**config.mk**
```make
export PLATFORM = sky130hd
export DESIGN_NAME = imm_ext_arbiter_flat
export DESIGN_NICKNAME = d
export VERILOG_FILES = /design/src/rtl/imm_ext_arbiter_pkg.sv /design/src/rtl/imm_ext_arbiter_if.sv /design/src/rtl/imm_ext_arbiter_unit.sv /design/src/rtl/imm_ext_arbiter.sv /design/src/flat_wrapper.sv
export SDC_FILE = /design/constraint.sdc
export NUM_CORES = 1
export LEC_CHECK = 0
export BUFFER_PORTS_ARGS = -buffer_cell sky130_fd_sc_hd__buf_2
export CAP_MARGIN = 10
export CORE_MARGIN = 2
export CORE_UTILIZATION = 41
export DETAILED_ROUTE_END_ITERATION = 7
export HOLD_SLACK_MARGIN = 0.03
export PLACE_DENSITY = 0.74
export SETUP_SLACK_MARGIN = 0.2
export SLEW_MARGIN = 30
export SYNTH_ARGS = -nofsm -noshare
export SYNTH_HDL_FRONTEND = slang
export SYNTH_SLANG_ARGS = --single-unit
```
**constraint.sdc**
```tcl
create_clock -name clk -period 1.3 [get_ports clk]
set_input_delay 0.13 -clock clk [delete_from_list [all_inputs] [get_ports clk]]
set_output_delay 0.13 -clock clk [all_outputs]
set_load 0.005 [all_outputs]
```
**src/rtl/imm_ext_arbiter_pkg.sv**
```systemverilog
// Shared constants for the immediate-extension arbiter: extension mode encodings
// and default datapath widths.
package imm_ext_pkg;

    localparam logic [1:0] MODE_SIGN  = 2'b00;
    localparam logic [1:0] MODE_ZERO  = 2'b01;
    localparam logic [1:0] MODE_UPPER = 2'b10;
    localparam logic [1:0] MODE_BYTE  = 2'b11;

    localparam int IN_W  = 16;
    localparam int OUT_W = 32;

endpackage

```
**src/rtl/imm_ext_arbiter_if.sv**
```systemverilog
// Request/result bundle between the two requesters, the consumer and the arbiter.
// slave = arbiter side, master = requesters plus consumer side.
interface imm_ext_arbiter_if #(
    parameter int IN_W  = imm_ext_pkg::IN_W,
    parameter int OUT_W = imm_ext_pkg::OUT_W
);
    logic             req0_valid;
    logic             req0_ready;
    logic [IN_W-1:0]  req0_imm;
    logic [1:0]       req0_mode;
    logic             req1_valid;
    logic             req1_ready;
    logic [IN_W-1:0]  req1_imm;
    logic [1:0]       req1_mode;
    logic             out_valid;
    logic             out_ready;
    logic [OUT_W-1:0] out_data;
    logic             out_src;

    modport slave (
        input  req0_valid, req0_imm, req0_mode,
        input  req1_valid, req1_imm, req1_mode,
        input  out_ready,
        output req0_ready, req1_ready,
        output out_valid, out_data, out_src
    );

    modport master (
        output req0_valid, req0_imm, req0_mode,
        output req1_valid, req1_imm, req1_mode,
        output out_ready,
        input  req0_ready, req1_ready,
        input  out_valid, out_data, out_src
    );
endinterface

```
**src/rtl/imm_ext_arbiter_unit.sv**
```systemverilog
// Combinational immediate extender: all width and mode handling lives here.
module imm_ext_unit
    import imm_ext_pkg::*;
#(
    parameter int IN_W  = imm_ext_pkg::IN_W,
    parameter int OUT_W = imm_ext_pkg::OUT_W
) (
    input  logic [IN_W-1:0]  imm,
    input  logic [1:0]       mode,
    output logic [OUT_W-1:0] ext
);

    always_comb begin
        ext = '0;
        case (mode)
            MODE_SIGN:  ext = {{(OUT_W-IN_W){imm[IN_W-1]}}, imm};
            MODE_ZERO:  ext = {{(OUT_W-IN_W){1'b0}}, imm};
            MODE_UPPER: ext = {imm, {(OUT_W-IN_W){1'b0}}};
            // Only the low byte matters; the upper immediate bits are don't-care.
            MODE_BYTE:  ext = {{(OUT_W-8){imm[7]}}, imm[7:0]};
            default:    ext = '0;
        endcase
    end

endmodule

```
**src/rtl/imm_ext_arbiter.sv**
```systemverilog
// Round-robin arbiter sharing one immediate extender between decode (req0) and
// the branch-target unit (req1), with a 1-deep registered result slot.
module imm_ext_arbiter
    import imm_ext_pkg::*;
#(
    parameter int IN_W  = imm_ext_pkg::IN_W,
    parameter int OUT_W = imm_ext_pkg::OUT_W
) (
    input  logic               clk,
    input  logic               reset,
    imm_ext_arbiter_if.slave   bus
);

    logic             out_valid_reg;
    logic             out_src_reg;
    logic             last_grant_reg;
    logic [OUT_W-1:0] out_data_reg;

    logic             can_accept;
    logic             grant_any;
    logic             grant_idx;
    logic             accept;
    logic [IN_W-1:0]  sel_imm;
    logic [1:0]       sel_mode;
    logic [OUT_W-1:0] ext;

    always_comb begin
        can_accept = !out_valid_reg || bus.out_ready;
        grant_any  = bus.req0_valid || bus.req1_valid;
        // With a single requester its index is simply req1_valid; a tie goes to
        // whoever did not win last.
        if (bus.req0_valid && bus.req1_valid)
            grant_idx = !last_grant_reg;
        else
            grant_idx = bus.req1_valid;
        accept   = can_accept && grant_any;
        sel_imm  = grant_idx ? bus.req1_imm  : bus.req0_imm;
        sel_mode = grant_idx ? bus.req1_mode : bus.req0_mode;
    end

    imm_ext_unit #(
        .IN_W  (IN_W),
        .OUT_W (OUT_W)
    ) u_ext (
        .imm  (sel_imm),
        .mode (sel_mode),
        .ext  (ext)
    );

    always_ff @(posedge clk) begin
        if (reset) begin
            out_valid_reg  <= 1'b0;
            out_data_reg   <= '0;
            out_src_reg    <= 1'b0;
            last_grant_reg <= 1'b1;
        end else if (accept) begin
            out_valid_reg  <= 1'b1;
            out_data_reg   <= ext;
            out_src_reg    <= grant_idx;
            last_grant_reg <= grant_idx;
        end else if (bus.out_ready) begin
            out_valid_reg  <= 1'b0;
        end
    end

    assign bus.req0_ready = accept && !grant_idx;
    assign bus.req1_ready = accept && grant_idx;
    assign bus.out_valid  = out_valid_reg;
    assign bus.out_data   = out_data_reg;
    assign bus.out_src    = out_src_reg;

endmodule

```
**src/flat_wrapper.sv**
```systemverilog
// flat-port wrapper written by rule: the top's interface ports become plain ports
module imm_ext_arbiter_flat import imm_ext_pkg::*;
#(
    parameter int IN_W  = imm_ext_pkg::IN_W,
    parameter int OUT_W = imm_ext_pkg::OUT_W
)
  (clk, reset, bus_req0_valid, bus_req0_imm, bus_req0_mode, bus_req1_valid, bus_req1_imm, bus_req1_mode, bus_out_ready, bus_req0_ready, bus_req1_ready, bus_out_valid, bus_out_data, bus_out_src);
  imm_ext_arbiter_if #(.IN_W(IN_W), .OUT_W(OUT_W)) bus_i ();
  input  logic clk;
  input  logic reset;
  input wire logic [$bits(bus_i.req0_valid)-1:0] bus_req0_valid;
  input wire logic [$bits(bus_i.req0_imm)-1:0] bus_req0_imm;
  input wire logic [$bits(bus_i.req0_mode)-1:0] bus_req0_mode;
  input wire logic [$bits(bus_i.req1_valid)-1:0] bus_req1_valid;
  input wire logic [$bits(bus_i.req1_imm)-1:0] bus_req1_imm;
  input wire logic [$bits(bus_i.req1_mode)-1:0] bus_req1_mode;
  input wire logic [$bits(bus_i.out_ready)-1:0] bus_out_ready;
  output wire logic [$bits(bus_i.req0_ready)-1:0] bus_req0_ready;
  output wire logic [$bits(bus_i.req1_ready)-1:0] bus_req1_ready;
  output wire logic [$bits(bus_i.out_valid)-1:0] bus_out_valid;
  output wire logic [$bits(bus_i.out_data)-1:0] bus_out_data;
  output wire logic [$bits(bus_i.out_src)-1:0] bus_out_src;
  assign bus_i.req0_valid = bus_req0_valid;
  assign bus_i.req0_imm = bus_req0_imm;
  assign bus_i.req0_mode = bus_req0_mode;
  assign bus_i.req1_valid = bus_req1_valid;
  assign bus_i.req1_imm = bus_req1_imm;
  assign bus_i.req1_mode = bus_req1_mode;
  assign bus_i.out_ready = bus_out_ready;
  assign bus_req0_ready = bus_i.req0_ready;
  assign bus_req1_ready = bus_i.req1_ready;
  assign bus_out_valid = bus_i.out_valid;
  assign bus_out_data = bus_i.out_data;
  assign bus_out_src = bus_i.out_src;
  imm_ext_arbiter #(.IN_W(IN_W), .OUT_W(OUT_W)) u_core (.clk(clk), .reset(reset), .bus(bus_i));
endmodule
```
# Word-level counts from Yosys, hierarchy flattened
# Index checks and enable logic that the tools add are counted.
op_classes:
  eq_ne: 3
  n_mux: 6
  n_reduce_logical: 11
ops:
  columns: ["op", "n"]
  rows:
  - ["32-bit one-hot mux with 4 select lines", 1]
  - ["16-bit 2-to-1 mux", 1]
  - ["2-bit equality test, second input constant", 2]
  - ["1-bit logical AND", 4]
  - ["1-bit zero test", 3]
  - ["1-bit 2-to-1 mux", 3]
  - ["2-bit by 1-bit equality test with 1-bit output, second input constant", 1]
  - ["2-bit zero test", 1]
  - ["1-bit logical OR", 2]
  - ["2-bit 2-to-1 mux", 1]
  - ["2-bit nonzero test", 1]
totals:
  ff_bits: 35
  input_bits: 41
  out_inout_bits: 36
  elab_cells: 24

# Longest topological paths before layout
depth:
  depth_word: 5
  mapped_depth: 6
  mapped_depth_nobuf: 4

# By module
# A second synthesis with hierarchy kept.
hier_totals:
  hier_cells: 247
  hier_area_um2: 2105.8
by_module_without_submodules:
  columns: ["mod", "n_inst", "cells_each", "area_per_inst_um2", "seq_area_each_um2"]
  rows:
  - ["imm_ext_arbiter", 1, 182, 1666.6, 700.7]
  - ["imm_ext_unit", 1, 65, 439.2, 0.0]

# Worst setup path after synthesis
# No wires, ideal clock.
synth_timing:
  path_kind: "register to register"
  start: "reg u_core.last_grant_reg"
  end: "reg u_core.out_data_reg[27], in the netlist u_core.bus.out_data[27]"
  setup_ps: 119
  t_arrival_ps: 1282
  t_required_ps: 1181
  setup_slack_ps: -101
  path_stages_with_launch: 6
  n_path_buf: 1
  period_less_slack_ps: 1401
  path_cell_list: "dfxtp_1 > a21boi_4 > buf_4 > mux2i_1 > nor2_1 > o221a_2"
synth_via:
  elab_chain_len: 5
  word_cells_on_any_way: 9
  classes_between: "eq/ne: 3; mux: 4; reduce/logical: 2"
synth_lines:
  columns: ["item", "line", "text"]
  rows:
  - ["start, declared", "imm_ext_arbiter.sv:16", "logic last_grant_reg;"]
  - ["start signal, assigned", "imm_ext_arbiter.sv:60", "last_grant_reg <= grant_idx;"]
  - ["1-bit zero test (*)", "imm_ext_arbiter.sv:33", "grant_idx = !last_grant_reg;"]
  - ["1-bit 2-to-1 mux (*)", "imm_ext_arbiter.sv:32", "if (bus.req0_valid && bus.req1_valid)"]
  - ["2-bit 2-to-1 mux", "imm_ext_arbiter.sv:38", "sel_mode = grant_idx ? bus.req1_mode : bus.req0_mode;"]
  - ["2-bit equality test (tied with other cells)", "imm_ext_arbiter_unit.sv:15", "case (mode)"]
  - ["32-bit one-hot mux with 4 select lines (*)", "imm_ext_arbiter_unit.sv:15", null]
  - ["end signal, assigned", "imm_ext_arbiter.sv:58", "out_data_reg <= ext;"]
  - ["end, declared", "imm_ext_arbiter.sv:17", "logic [OUT_W-1:0] out_data_reg;"]
# Every way passes the cells marked *; elsewhere a longest branch is shown, timed or not.
# A chain may end at the register's enable or synchronous reset.

# Final worst setup path
layout_timing:
  start: "reg u_core.out_valid_reg, in the netlist u_core.bus.out_valid"
  end: "out bus_req1_ready"
layout_via:
  elab_chain_len: 4
layout_lines:
  columns: ["item", "line", "text"]
  rows:
  - ["start, declared", "imm_ext_arbiter.sv:14", "logic out_valid_reg;"]
  - ["start signal, assigned", "imm_ext_arbiter.sv:52", "out_valid_reg <= 1'b0;"]
  - ["start signal, assigned", "imm_ext_arbiter.sv:57", "out_valid_reg <= 1'b1;"]
  - ["start signal, assigned", "imm_ext_arbiter.sv:62", "out_valid_reg <= 1'b0;"]
  - ["1-bit zero test", "imm_ext_arbiter.sv:28", "can_accept = !out_valid_reg || bus.out_ready;"]
  - ["1-bit logical OR", "imm_ext_arbiter.sv:28", null]
  - ["1-bit logical AND", "imm_ext_arbiter.sv:36", "accept = can_accept && grant_any;"]
  - ["1-bit logical AND", "imm_ext_arbiter.sv:67", "assign bus.req1_ready = accept && grant_idx;"]
  - ["end, declared", "flat_wrapper.sv:19", "output wire logic [$bits(bus_i.req1_ready)-1:0] bus_req1_ready;"]
# Every way passes these cells.

==> flow_summary.ini <==
[status]
status = complete, but fails checks
violated_checks = setup timing

[floorplanning]
num_io_pins = 77
design.core.area_sq_um = 3940
die-area_sq_um = 4570
chipHeight_microns = 67.6
initial_cell_density_of_the_core_pct = 42.1
fp.dieW_microns = 67.6
fp-row-count = 23

[synthesis]
synth_enable_flop_cells = 0
post_synth_main_area_contributors = sky130_fd_sc_hd__dfxtp_1, sky130_fd_sc_hd__o221a_2, sky130_fd_sc_hd__mux2i_1
yosys.area.top_type = sky130_fd_sc_hd__dfxtp_1
yosys.cell_count.top_type = sky130_fd_sc_hd__dfxtp_1
synth_cells = 165
synth.yosys.warnings = 0
synth.top_cells.by_count = sky130_fd_sc_hd__dfxtp_1, sky130_fd_sc_hd__nor2_1, sky130_fd_sc_hd__mux2i_1, sky130_fd_sc_hd__o221a_2, sky130_fd_sc_hd__nand3_1
synth_async_sr_flop_share_pct = 0
ys_ff_latch = 35
post_synth.cell_area_avg_sq_um = 10.1
synth.top_cell.area_share_pct = 42.2
mappedNetlistNets = 206
synth_cell_type_count = 38
yosys_most_used_dff = sky130_fd_sc_hd__dfxtp_1
mappedNetlistArea_sq_um = 1660
yosysSeqAreaShare_pct = 42.2

[global_route]
grt_usage_pct = 22.1
grt_max_degree = 20
grt_most_used_layer = met2
grt-ovfl-total = 0
grt_pass1_vias = 1645
grt_pass1_wl_mm = 7.54
met1_track_usage_gr_pct = 26.8
gr-usage-met3_pct = 5.33
gr-usage-met2_pct = 37.5
grt_antenna_before_repair = 0

[setup_path]
critical_path.max_stage_delay_ns = 0.32
worst_path_most_repeated_cell = sky130_fd_sc_hd__buf_6
arrival_ns = 1.38
end_kind = primary output
crit-reg2reg-launch = u_core.bus.out_valid
reg2regPathDepth = 7
rrSetupSlack_ns = -0.21
cp-start-kind = flop
data_required_time_of_the_worst_path_ns = 1.17
cell_type_of_the_slowest_stage_on_the_worst_timing_path = sky130_fd_sc_hd__dfxtp_2
regToRegEndpoint = u_core.bus.out_data[25]
critical_path_peak_fanout = 3
worstPathCellList = and2b_2 > buf_6 > nor2_4 > buf_6 > buf_6 > buf_6
critical_path_class = reg2out

[clock_tree]
clock_tree.root_cell = sky130_fd_sc_hd__clkbuf_8
cts_buffers = 5
maximum_root_to_sink_buffer_count = 2
clock_latency_ns = 0.28
cts_tree = done
cts.sink_count = 35
htreeDepth = 2
clk_transition_reported_paths_ns = 0.07

[place]
gpl.final_weighted_congestion = 0.909
dpl_worst_slack_ns = -0.195
place_hpwl_mm = 3.59
placement.io_buffers = 76

[power_and_ir_drop]
power.density_nw_per_um2 = 1010
ir_drop_uv = 714
finalPower_mw = 2.99
leakagePower_nw = 1.30

[run]
max_cap_viol_count = 0

[timing]
hold_ws_ns = 0.122
setup_tns_ns = -4.64
max_freq_mhz = 661
timing.final.ws_setup_ns = -0.213
count_of_final_hold_check_violations = 0
finalMaxSlewViolations = 0
final_min_period_over_clock_period_pct = 116
clock-skew-final_ns = 0.00192
layout_min_cycle_time_ns = 1.51
setup_viol = 35
slew_headroom_pct = 67.3
tightest_slew_ns = 0.490
grt_setup_unrepaired = yes

[layout]
num-nets-final = 318
fillerInstances = 270
max_reg_flops = 32
layout_overhead_on_the_synthesized_area_pct = 77.6
n_antenna_cell = 0
layout-drive-gt1-share_pct = 65.5

[drt]
route.detailed.wl_per_inst_microns = 17.1
postRouteAntennaNets = 0
drt_wl_total_mm = 5.60
dr_total_vias = 1800
drtPass1Iterations = 6
post-route-drc-count = 0
via_per_inst = 5.49
first_iter_violations = 94

[hold_path]
hold_depth = 2
worstHoldEndpoint = u_core.bus.out_src
hold_path_origin = reset
hold_path.class = in2reg
-- through the flow --
stage	std cells	area [sq um]	util [%]
2_1_floorplan	165	1680	-
3_3_place_gp	307	2270	57.7
3_5_place_dp	307	2270	57.7
4_1_cts	323	2570	65.2
5_1_grt	328	2950	74.7
6_report	328	2950	74.7
-- critical path: cells and delay by family, from the launching register on --
kind	cells	cell delay [ns]
buffers and inverters	4	0.43
AND/OR/NAND/NOR	2	0.36
flip-flops	1	0.32
-- placed cells by master, fill, tap and decap left out, types with 2 or more instances in the layout --
| cell type | n |
|---|---|
| sky130_fd_sc_hd__dfxtp_1 | 33 |
| sky130_fd_sc_hd__a21oi_1 | 3 |
| sky130_fd_sc_hd__buf_6 | 14 |
| sky130_fd_sc_hd__nand3b_1 | 2 |
| sky130_fd_sc_hd__nand2_1 | 4 |
| sky130_fd_sc_hd__buf_12 | 4 |
| sky130_fd_sc_hd__a21oi_2 | 3 |
| sky130_fd_sc_hd__nor2_2 | 6 |
| sky130_fd_sc_hd__inv_1 | 2 |
| sky130_fd_sc_hd__nor3b_1 | 2 |
| sky130_fd_sc_hd__o2bb2ai_2 | 7 |
| sky130_fd_sc_hd__o21ai_0 | 6 |
| sky130_fd_sc_hd__buf_2 | 75 |
| sky130_fd_sc_hd__nand3_2 | 5 |
| sky130_fd_sc_hd__nand3_1 | 6 |
| sky130_fd_sc_hd__nor2_1 | 15 |
| sky130_fd_sc_hd__nor2b_1 | 2 |
| sky130_fd_sc_hd__nand2b_1 | 2 |
| sky130_fd_sc_hd__o221a_4 | 13 |
| sky130_fd_sc_hd__mux2i_1 | 4 |
| sky130_fd_sc_hd__a31oi_1 | 5 |
| sky130_fd_sc_hd__clkbuf_8 | 5 |
| sky130_fd_sc_hd__nor2_4 | 3 |
| sky130_fd_sc_hd__o221a_1 | 3 |
| sky130_fd_sc_hd__clkbuf_1 | 2 |
| sky130_fd_sc_hd__buf_4 | 18 |
| sky130_fd_sc_hd__mux2i_4 | 10 |
-- worst max-delay path by stage --
stage | start | slack (ns) | endpoint
after global routing | u_core.bus.out_valid | -0.25 | bus_req1_ready
after floorplan | u_core.last_grant_reg | -0.05 | u_core.bus.out_data[27]
after CTS | u_core.last_grant_reg | -0.19 | bus_req1_ready
after global placement | u_core.last_grant_reg | -0.14 | u_core.bus.out_data[28]
after detailed placement | u_core.last_grant_reg | -0.19 | u_core.bus.out_data[28]
final | u_core.bus.out_valid | -0.21 | bus_req1_ready
-- kinds of logic after synthesis --
family          after synthesis  share of synthesized area (%)
compound gates               52                           27.2
flops                        35                           42.2
mux                          16                           10.7
simple gates                 52                           16.2
buf+inv                      10                           3.62
-- routing by layer --
metal / vias up / share of wire [%]
met3: 10 / 7.2
met5: - / 0
met4: 0 / 1.1
met1: 855 / 41
li1: 860 / -
met2: 75 / 51
-- area by class of cell --
class | count | area (sq um) | area share, %
clock buffers | 7 | 76.3 | 2.59
clock inverters | 1 | 5.00 | 0.170
inverters | 2 | 7.51 | 0.255
multi-input cells | 120 | 1300 | 44.2
flip-flops and latches | 35 | 706 | 23.9
well taps | 50 | 62.6 | 2.12
repair buffers | 113 | 788 | 26.8
-- repair_timing --
action / in CTS / in global routing
setup endpoints to repair: 36 / 36
buffers inserted: 8 / 3
gates resized for setup: 35 / 52
pin swaps: 14 / 34
hold buffers: 0 / 0
cloned: 0 / 2
-- where the power goes --
part           switching (mW)  leakage [nW]  internal, mW
sequential             0.0732         0.290          1.18
clock                   0.365        0.0422         0.375
combinational           0.460         0.969         0.535
total                   0.899          1.30          2.09
(Power assumes the default switching activity.)
